File: src/rtl/uart_rx.sv
// UART receiver. Samples an oversampled serial line, takes a 3-sample majority
// vote per bit, checks optional parity and the stop bit, and presents each good
// byte on P_DATA with a one-cycle data_valid pulse.

// Frame sequencer. The datapath reports counter events to it and decodes the
// one-hot state flags it returns.
module uart_rx_fsm (
  input  logic clk,
  input  logic rst,
  input  logic rx_low,    // line low while idle: start edge
  input  logic decide,    // majority decision point of the current bit
  input  logic bit_end,   // last edge of the current bit
  input  logic bit_val,   // majority-voted bit value, valid with decide
  input  logic last_bit,  // data bit 7 is in progress
  input  logic par_en,    // parity bit present (latched for the frame)
  output logic st_idle,
  output logic st_start,
  output logic st_data,
  output logic st_parity,
  output logic st_stop,
  output logic st_out
);

  typedef enum logic [2:0] {IDLE, START, DATA, PARITY, STOP, OUT} state_t;

  state_t current_state, next_state;

  // State register
  always_ff @(posedge clk or posedge rst) begin
    if (rst) current_state <= IDLE;
    else     current_state <= next_state;
  end

  // Next-state logic. STOP leaves at the decision point, not at the bit end,
  // so a back-to-back start edge is never missed.
  always_comb begin
    next_state = current_state;
    case (current_state)
      IDLE:    if (rx_low) next_state = START;
      START:   begin
                 if (decide && bit_val) next_state = IDLE;
                 else if (bit_end)      next_state = DATA;
               end
      DATA:    if (bit_end && last_bit) next_state = par_en ? PARITY : STOP;
      PARITY:  if (bit_end) next_state = STOP;
      STOP:    if (decide)  next_state = OUT;
      OUT:     next_state = IDLE;
      default: next_state = IDLE;
    endcase
  end

  assign st_idle   = (current_state == IDLE);
  assign st_start  = (current_state == START);
  assign st_data   = (current_state == DATA);
  assign st_parity = (current_state == PARITY);
  assign st_stop   = (current_state == STOP);
  assign st_out    = (current_state == OUT);

endmodule

module uart_rx (
  input  logic       clk,
  input  logic       rst_n,     // active-high despite the name
  input  logic       RX_IN,
  input  logic       PAR_EN,
  input  logic       PAR_TYP,
  input  logic [5:0] prescale,
  output logic [7:0] P_DATA,
  output logic       par_err,
  output logic       stp_err,
  output logic       data_valid
);

  logic       st_idle, st_start, st_data, st_parity, st_stop, st_out;
  logic       active, rx_low, decide, bit_end, bit_val, last_bit;
  logic [5:0] edge_cnt, ps_q, half, ps_legal;
  logic [2:0] bit_cnt;
  logic [1:0] smp;
  logic [7:0] sr;
  logic       par_en_q, par_typ_q, exp_par;

  // Anything other than 16 or 32 runs at 8.
  assign ps_legal = (prescale == 6'd16 || prescale == 6'd32) ? prescale : 6'd8;

  assign active   = st_start | st_data | st_parity | st_stop;
  assign rx_low   = st_idle & ~RX_IN;
  assign half     = {1'b0, ps_q[5:1]};
  assign decide   = active && (edge_cnt == half);
  assign bit_end  = active && (edge_cnt == ps_q - 6'd1);
  assign last_bit = (bit_cnt == 3'd7);
  // Third vote is the live line value at the decision edge.
  assign bit_val  = (smp[0] & smp[1]) | (smp[0] & RX_IN) | (smp[1] & RX_IN);
  assign exp_par  = par_typ_q ? ~^sr : ^sr;

  uart_rx_fsm u_fsm (
    .clk      (clk),
    .rst      (rst_n),
    .rx_low   (rx_low),
    .decide   (decide),
    .bit_end  (bit_end),
    .bit_val  (bit_val),
    .last_bit (last_bit),
    .par_en   (par_en_q),
    .st_idle  (st_idle),
    .st_start (st_start),
    .st_data  (st_data),
    .st_parity(st_parity),
    .st_stop  (st_stop),
    .st_out   (st_out)
  );

  // Per-bit edge counter; held at 0 outside a frame so the start edge is count 0.
  always_ff @(posedge clk or posedge rst_n) begin
    if (rst_n)        edge_cnt <= '0;
    else if (!active) edge_cnt <= '0;
    else if (bit_end) edge_cnt <= '0;
    else              edge_cnt <= edge_cnt + 6'd1;
  end

  // Frame configuration is frozen at the start edge; error flags clear there too.
  always_ff @(posedge clk or posedge rst_n) begin
    if (rst_n) begin
      ps_q      <= 6'd8;
      par_en_q  <= 1'b0;
      par_typ_q <= 1'b0;
    end else if (rx_low) begin
      ps_q      <= ps_legal;
      par_en_q  <= PAR_EN;
      par_typ_q <= PAR_TYP;
    end
  end

  // Data bit index
  always_ff @(posedge clk or posedge rst_n) begin
    if (rst_n)                  bit_cnt <= '0;
    else if (st_start)          bit_cnt <= '0;
    else if (st_data & bit_end) bit_cnt <= bit_cnt + 3'd1;
  end

  // First two majority samples, just before the decision edge
  always_ff @(posedge clk or posedge rst_n) begin
    if (rst_n) smp <= '0;
    else if (active) begin
      if (edge_cnt == half - 6'd2) smp[0] <= RX_IN;
      if (edge_cnt == half - 6'd1) smp[1] <= RX_IN;
    end
  end

  // LSB-first deserializer
  always_ff @(posedge clk or posedge rst_n) begin
    if (rst_n)                 sr <= '0;
    else if (st_data & decide) sr <= {bit_val, sr[7:1]};
  end

  // Parity / stop checks, sticky until the next start edge
  always_ff @(posedge clk or posedge rst_n) begin
    if (rst_n) begin
      par_err <= 1'b0;
      stp_err <= 1'b0;
    end else if (rx_low) begin
      par_err <= 1'b0;
      stp_err <= 1'b0;
    end else begin
      if (st_parity & decide) par_err <= (bit_val != exp_par);
      if (st_stop & decide)   stp_err <= ~bit_val;
    end
  end

  // Publish a good byte; data_valid rises together with the new P_DATA.
  always_ff @(posedge clk or posedge rst_n) begin
    if (rst_n) begin
      P_DATA     <= '0;
      data_valid <= 1'b0;
    end else begin
      data_valid <= st_out & ~par_err & ~stp_err;
      if (st_out & ~par_err & ~stp_err) P_DATA <= sr;
    end
  end

endmodule

File: config.mk
export PLATFORM = sky130hd
export DESIGN_NAME = uart_rx
export DESIGN_NICKNAME = d
export VERILOG_FILES = /design/src/rtl/uart_rx.sv
export SDC_FILE = /design/constraint.sdc
export NUM_CORES = 1
export LEC_CHECK = 0
export BUFFER_PORTS_ARGS = -buffer_cell sky130_fd_sc_hd__buf_2
export CAP_MARGIN = 20
export CORE_MARGIN = 2
export CORE_UTILIZATION = 56
export CTS_BUF_LIST = sky130_fd_sc_hd__clkbuf_8
export CTS_CLUSTER_DIAMETER = 200
export DETAILED_ROUTE_END_ITERATION = 8
export GPL_TIMING_DRIVEN = 0
export HOLD_SLACK_MARGIN = 0.06
export PLACE_DENSITY = 0.85
export SLEW_MARGIN = 20
export SYNTH_ARGS = -nofsm -noshare
export SYNTH_HDL_FRONTEND = slang
export SYNTH_HIERARCHICAL = 1
export SYNTH_SLANG_ARGS = --single-unit
File: constraint.sdc
create_clock -name clk -period 2.8 [get_ports clk]
set_input_delay 0.28 -clock clk [delete_from_list [all_inputs] [get_ports clk]]
set_output_delay 0.28 -clock clk [all_outputs]
set_load 0.01 [all_outputs]
Word level (Yosys, flattened, before mapping)
Cells that the tools add are included.
{"block": "classes", "addsub": 5, "n_bitwise": 19, "n_eq_ne": 18, "mux": 18, "reduce_logical": 14}
{"op": "3-bit 2-to-1 mux", "n": 9}
{"op": "6-bit == test", "n": 3}
{"op": "6-bit 2-to-1 mux", "n": 3}
{"op": "3-bit case mux with 5 select lines", "n": 1}
{"op": "1-bit bitwise AND", "n": 10}
{"op": "3-bit == test, second input constant", "n": 3}
{"op": "2-bit by 1-bit inequality test with 1-bit output, second input constant", "n": 4}
{"op": "8-bit XNOR reduction", "n": 1}
{"op": "8-bit XOR reduction", "n": 1}
{"op": "6-bit by 1-bit adder with 6-bit output, second input constant", "n": 1}
{"op": "3-bit by 2-bit == test with 1-bit output, second input constant", "n": 2}
{"op": "6-bit by 5-bit == test with 1-bit output", "n": 1}
{"op": "6-bit by 5-bit == test with 1-bit output, second input constant", "n": 1}
{"op": "6-bit == test, second input constant", "n": 1}
{"op": "2-bit nonzero test", "n": 3}
{"op": "5-bit by 1-bit subtractor with 6-bit output, second input constant", "n": 1}
{"op": "5-bit by 2-bit subtractor with 6-bit output, second input constant", "n": 1}
{"op": "6-bit by 1-bit subtractor with 6-bit output, second input constant", "n": 1}
{"op": "1-bit 2-to-1 mux", "n": 5}
{"op": "1-bit bitwise OR", "n": 5}
{"op": "5-bit AND reduction", "n": 1}
{"op": "1-bit logical AND", "n": 4}
{"op": "1-bit inverter", "n": 4}
{"op": "2-bit AND reduction", "n": 2}
{"op": "other kinds (6)", "n": 6}
{"block": "totals", "in_bits": 11, "reg_bits": 41}

Longest topological paths before layout
{"block": "depth", "depth_word": 8, "ltp_mapped": 11, "ltp_nobuf": 10}

Cells and area by module
Netlist, hierarchy kept.
{"module": "uart_rx", "n_inst": 1, "area_each_um2": 2194.6, "cells_per_inst": 193}
{"module": "uart_rx_fsm", "n_inst": 1, "area_each_um2": 262.8, "cells_per_inst": 32}

Worst setup path before layout
OpenSTA, ideal clock, no wires.
{"block": "synth_timing", "path_type": "flip-flop to flip-flop", "startpoint": "reg u_fsm.current_state[0]", "endpoint": "reg u_fsm.current_state[1]", "slack_ns": -0.133, "stages_incl_launch_ff": 11, "arrival_ns": 2.806, "n_path_buf": 1, "setup_ns": 0.128, "cell_sequence": "dfrtp_1 > clkbuf_1 > nor3_1 > nor4_4 > nor3_1 > nand4b_1 > a31oi_1 > and3_1 > a2111oi_4 > nor2b_1 > mux2_1"}
{"block": "synth_via", "elab_chain_len": 8, "elab_cells_between_ends": 21}
{"item": "from (decl)", "line_no": "26", "text": "state_t current_state, next_state;"}
{"item": "from (signal assigned)", "line_no": "31", "text": "else current_state <= next_state;"}
{"item": "3-bit by 2-bit == test with 1-bit output *", "line_no": "54", "text": "assign st_data = (current_state == DATA);"}
{"item": "net st_data", "line_no": "74", "text": "logic st_idle, st_start, st_data, st_parity, st_stop, st_out;"}
{"item": "1-bit bitwise OR * (3 in a row)", "line_no": "85", "text": "assign active = st_start | st_data | st_parity | st_stop;"}
{"item": "1-bit logical AND *", "line_no": "89", "text": "assign bit_end = active && (edge_cnt == ps_q - 6'd1);"}
{"item": "net bit_end", "line_no": "75", "text": "logic active, rx_low, decide, bit_end, bit_val, last_bit;"}
{"item": "1-bit logical AND", "line_no": "44", "text": "DATA: if (bit_end && last_bit) next_state = par_en ? PARITY : STOP;"}
{"item": "2-bit by 1-bit inequality test with 1-bit output (no source line)"}
{"item": "5-bit AND reduction (no source line) *"}
Mark *: on every way through the listed nets, which the timed path passes. The rest lies on a longest branch.
A chain may end at the register's enable or synchronous reset.

Worst setup path in the final report
{"block": "layout_timing", "startpoint": "reg ps_q[3]", "endpoint": "reg u_fsm.current_state[1]"}
{"block": "layout_via", "elab_chain_len": 6, "elab_cells_between_ends": 14}
{"item": "from (decl)", "line_no": "76", "text": "logic [5:0] edge_cnt, ps_q, half, ps_legal;"}
{"item": "from (signal assigned)", "line_no": "127", "text": "ps_q <= ps_legal;"}
{"item": "6-bit by 1-bit subtractor with 6-bit output *", "line_no": "89"}
{"item": "6-bit == test *", "line_no": "89"}
{"item": "1-bit logical AND *", "line_no": "89"}
{"item": "net bit_end", "line_no": "75"}
{"item": "1-bit logical AND", "line_no": "44"}
{"item": "2-bit by 1-bit inequality test with 1-bit output (no source line)"}
{"item": "5-bit AND reduction (no source line) *"}
Marked as above.

==> results by group <==
Clocking
  • Clock root buffer: sky130_fd_sc_hd__clkbuf_8
  • Number of buffers created by CTS: 5
  • Clock edge transition at the registers on the reported setup and hold paths: 80 ps
  • Maximum level of the CTS H-tree: 2
  • TritonCTS clock tree: yes
  • Clock Latency Late Sink: 300 ps
  • Clock net sink count: 41
  • Buffer depth of the longest clock path: 2

Logic synthesis
  • Synth Cell Area: 2460 um^2
  • Dominant cells by area after synthesis: sky130_fd_sc_hd__dfrtp_1 (41%), sky130_fd_sc_hd__xnor2_1 (8.2%), sky130_fd_sc_hd__mux2_2 (7.8%)
  • Share of async-settable or async-resettable flops after synthesis: 100%
  • Number of instances in the synthesized netlist: 225
  • Fraction of post-synthesis cell area in the top cell type by area: 40.7%
  • Yosys synthesis warning count: 6
  • Number of different library cells in the post-synthesis netlist: 52
  • Top flip-flop cell by instance count after synthesis: sky130_fd_sc_hd__dfrtp_1
  • Sequential cell area fraction in the yosys report: 41.8%
  • Flop and latch count out of synthesis: 41
  • Number of enable-type register cells in the synthesized netlist: 0
  • Post-synthesis cell type with the largest combined area: sky130_fd_sc_hd__dfrtp_1
  • Post-synth net total: 244
  • Post-Synthesis Mean Instance Area: 10.9 um^2

Timing
  • Maximum clock frequency: 366 MHz
  • Worst-Margin Slew: 509 ps
  • Final Max Slew Viols: 0
  • Final cycle utilization of the critical path: 97.7%
  • Hold Fails Final Rpt: 0
  • Worst Clk Skew: 4.95 ps
  • Unrepaired setup endpoints after global routing: no
  • Time the final worst path needs with I/O delays and setup: 2740 ps
  • Count of final setup violators: 0
  • Relative slew margins: 66.1%

Power
  • P_leak: 1.37 nW
  • Pwr Total: 2.42 mW
  • Fraction of power consumed by combinational cells: 47.1%
  • Switching share of power: 38.6%
  • Internal power component: 1.48 mW
  • Power Density: 835 nW/um^2
  • Clock network fraction of design power: 20.0%
  • Sequential Power Share: 32.9%
  • Switching Power: 934 uW
  • Peak supply drop: 486 uV

Final layout
  • Number of antenna diodes: 0
  • Share of layout cells above drive strength 1: 33.0%
  • Layout overhead on the synthesized area: 17.9%
  • Finished Core Util: 67.5%
  • Post-layout net count: 282

GRT
  • Vias in the first global route: 1736
  • First-pass GRT wire length: 8020 um
  • Total gr overflow: 0
  • Antenna violations before repair: 0
  • Largest net degree at the start of global routing: 27
  • Global-route usage over all layers: 20.4%

Floorplanning
  • Floorplan core area: 4290 um^2
  • Starting Density: 57.2%
  • Cell Rows: 24
  • Die width: 70.2 um
  • # IOs: 22
  • Full die area: 4930 um^2
  • Height of the chip: 70.2 um

Job
  • Max-capacitance violation count: 0

Setup path
  • Ordered cell list for the critical path: clkdlybuf4s18_2 -> inv_1 -> ha_1 -> nand2b_1 -> a21oi_1 -> nand4b_1 -> a31oi_4 -> buf_4 -> a211o_1 -> nor2b_1 -> mux2_1
  • Standard cell with the maximum stage delay on the critical path: sky130_fd_sc_hd__dfstp_2
  • Highest net fanout along the worst path: 8
  • Endpoint type of the worst setup path: flip-flop
  • CP Data Required Time: 2980 ps
  • Sort of element at the start of the critical path: flip-flop
  • Setup CP Type: reg2reg
  • Maximum single-stage delay on the critical path: 520 ps
  • Arrival time at the worst endpoint: 2920 ps

Routing
  • Met2 wire length: 2380 um
  • Via density: 5.50
  • Length of routed wiring on met1: 2170 um
  • Met3 wire length: 179 um
  • Mean routed wirelength per cell: 15.2 um
  • Final antenna-violating net count: 0
  • Count of TritonRoute iterations in the first routing pass: 4
  • Count of vias placed by the detailed router: 1738
  • DRC violations left: 0
  • Iteration-0 DRC count of the detailed router: 85
  • Final WL: 4790 um
  • Highest layer used for signal routing: met4

Place
  • Count of port buffers added during placement: 21
  • Final Wtd Congestion: 0.847
  • Total half-perimeter wirelength after legalization and detailed placement: 3220 um

Run status
  • Result of the run: finished clean

Hold path
  • Hold/Removal Path Class: in2reg
[metrics by stage]
step / instance area, um^2 / TNS, ps / std cells / setup slack, ps / hold WS [ps]
5_1_grt: 2900 / 0 / 316 / 12.8 / 166
4_1_cts: 2840 / 0 / 312 / 9.05 / 174
3_5_place_dp: 2660 / -968 / 299 / -451 / 168
2_1_floorplan: 2470 / 0 / 225 / 24.0 / 33.6
3_3_place_gp: 2640 / -832 / 298 / -415 / 157
6_report: 2900 / 0 / 316 / 64.4 / 164
[power by group through the flow]
stage | combinational [mW] | clock (mW) | sequential, mW
after floorplan | 0.795 | 0 | 0.787
after global placement | 0.945 | 0 | 0.799
after detailed placement | 0.968 | 0 | 0.802
after CTS | 1.03 | 0.485 | 0.795
after global routing | 1.24 | 0.513 | 0.810
final | 1.14 | 0.484 | 0.795
[layout make-up]
| type | instances | area (um^2) |
|---|---|---|
| clock inverters | 3 | 46.3 |
| repair buffers | 31 | 199 |
| plain buffers | 11 | 87.6 |
| flip-flops and latches | 41 | 1030 |
| fillers | 312 | 1400 |
| inverters | 10 | 40.0 |
| clock buffers | 5 | 68.8 |
| multi-input cells | 163 | 1360 |
| well taps | 52 | 65.1 |
[synth_stat cells (all sizes together) (3+ instances only)]
cell / n
nor3b: 5
clkbuf: 3
dfrtp: 40
nand2: 12
nand3: 5
xor2: 11
mux2: 20
inv: 9
nand2b: 8
nor3: 11
a21oi: 7
buf: 7
nor2: 17
and3: 4
xnor2: 23
ha: 8
[per-layer routing]
| layer | global-route usage, % | vias to the layer above |
|---|---|---|
| met3 | 3.75 | 6 |
| met1 | 27.0 | 847 |
| met2 | 33.2 | 37 |
| li1 | - | 848 |
| met4 | 8.12 | 0 |
| met5 | 0 | - |
[critical path, delay by kind of cell, from the launching register on]
| kind | cells | cell delay (ps) |
|---|---|---|
| adder cells (fa/ha/maj) | 1 | 220 |
| multiplexers | 1 | 340 |
| AND/OR/NAND/NOR | 3 | 520 |
| flip-flops | 1 | 520 |
| AO/OA/AOI/OAI | 3 | 430 |
| buffers and inverters | 3 | 600 |
[sequential cells by signal (all words and copies together), names as in the netlist]
name and flops:
P_DATA 8, sr 8, edge_cnt 6, ps_q 6, bit_cnt 3, u_fsm/current_state 3, smp 2, data_valid 1
par_en_q 1, par_err 1, par_typ_q 1, stp_err 1
[cell families after synthesis]
group	synth area share [%]
AOI/OAI and AO/OA	9.32
xor gates and xnor gates	12.1
adders and majority gates	4.48
buffers and inverters	4.94
DFF	41.8
muxes	10.1
and+or+nand+nor	17.2
[layout by cell type, fill, tap and decap left out, types with 2 or more instances in the layout]
master                       n
sky130_fd_sc_hd__a2111oi_4   2
sky130_fd_sc_hd__a211o_1     2
sky130_fd_sc_hd__a21oi_1     7
sky130_fd_sc_hd__and3_1      3
sky130_fd_sc_hd__buf_2      23
sky130_fd_sc_hd__buf_4       8
sky130_fd_sc_hd__buf_6       5
sky130_fd_sc_hd__clkbuf_1    2
sky130_fd_sc_hd__clkbuf_8    5
sky130_fd_sc_hd__dfrtp_1    39
sky130_fd_sc_hd__ha_1        7
sky130_fd_sc_hd__inv_1       6
sky130_fd_sc_hd__inv_2       2
sky130_fd_sc_hd__mux2_1      2
sky130_fd_sc_hd__mux2_2     17
sky130_fd_sc_hd__mux2i_1     2
sky130_fd_sc_hd__nand2_1    11
sky130_fd_sc_hd__nand2b_1    7
sky130_fd_sc_hd__nand3_1     5
sky130_fd_sc_hd__nand4b_1    2
sky130_fd_sc_hd__nor2_1     15
sky130_fd_sc_hd__nor2b_1     2
sky130_fd_sc_hd__nor3_1     10
sky130_fd_sc_hd__nor3b_1     4
sky130_fd_sc_hd__o211ai_1    2
sky130_fd_sc_hd__xnor2_1    23
sky130_fd_sc_hd__xor2_1     11
[repair_timing]
action                                  CTS  global route
endpoints found under the setup margin    3             2
hold buffers                              1             0
endpoints found under the hold margin    15             0
gates resized for setup                   6            10
pin swaps                                 2             4
setup buffers                             4             4
[path summary, 6_finish.rpt]
kind | from | slack, ps | depth (start not counted) | endpoint
worst max-delay path | ps_q[3] | 60 | 11 | u_fsm/current_state[1]
worst min-delay path | PAR_EN | 160 | 3 | par_en_q
worst max register to register | ps_q[3] | 60 | 11 | u_fsm/current_state[1]
worst min register to register | smp[1] | 510 | 1 | smp[1]
max in group asynchronous | rst_n | 1800 | 4 | ps_q[3]
min in group asynchronous | rst_n | 390 | 3 | u_fsm/current_state[2]
Note: power is estimated with default switching activity, not from simulation.
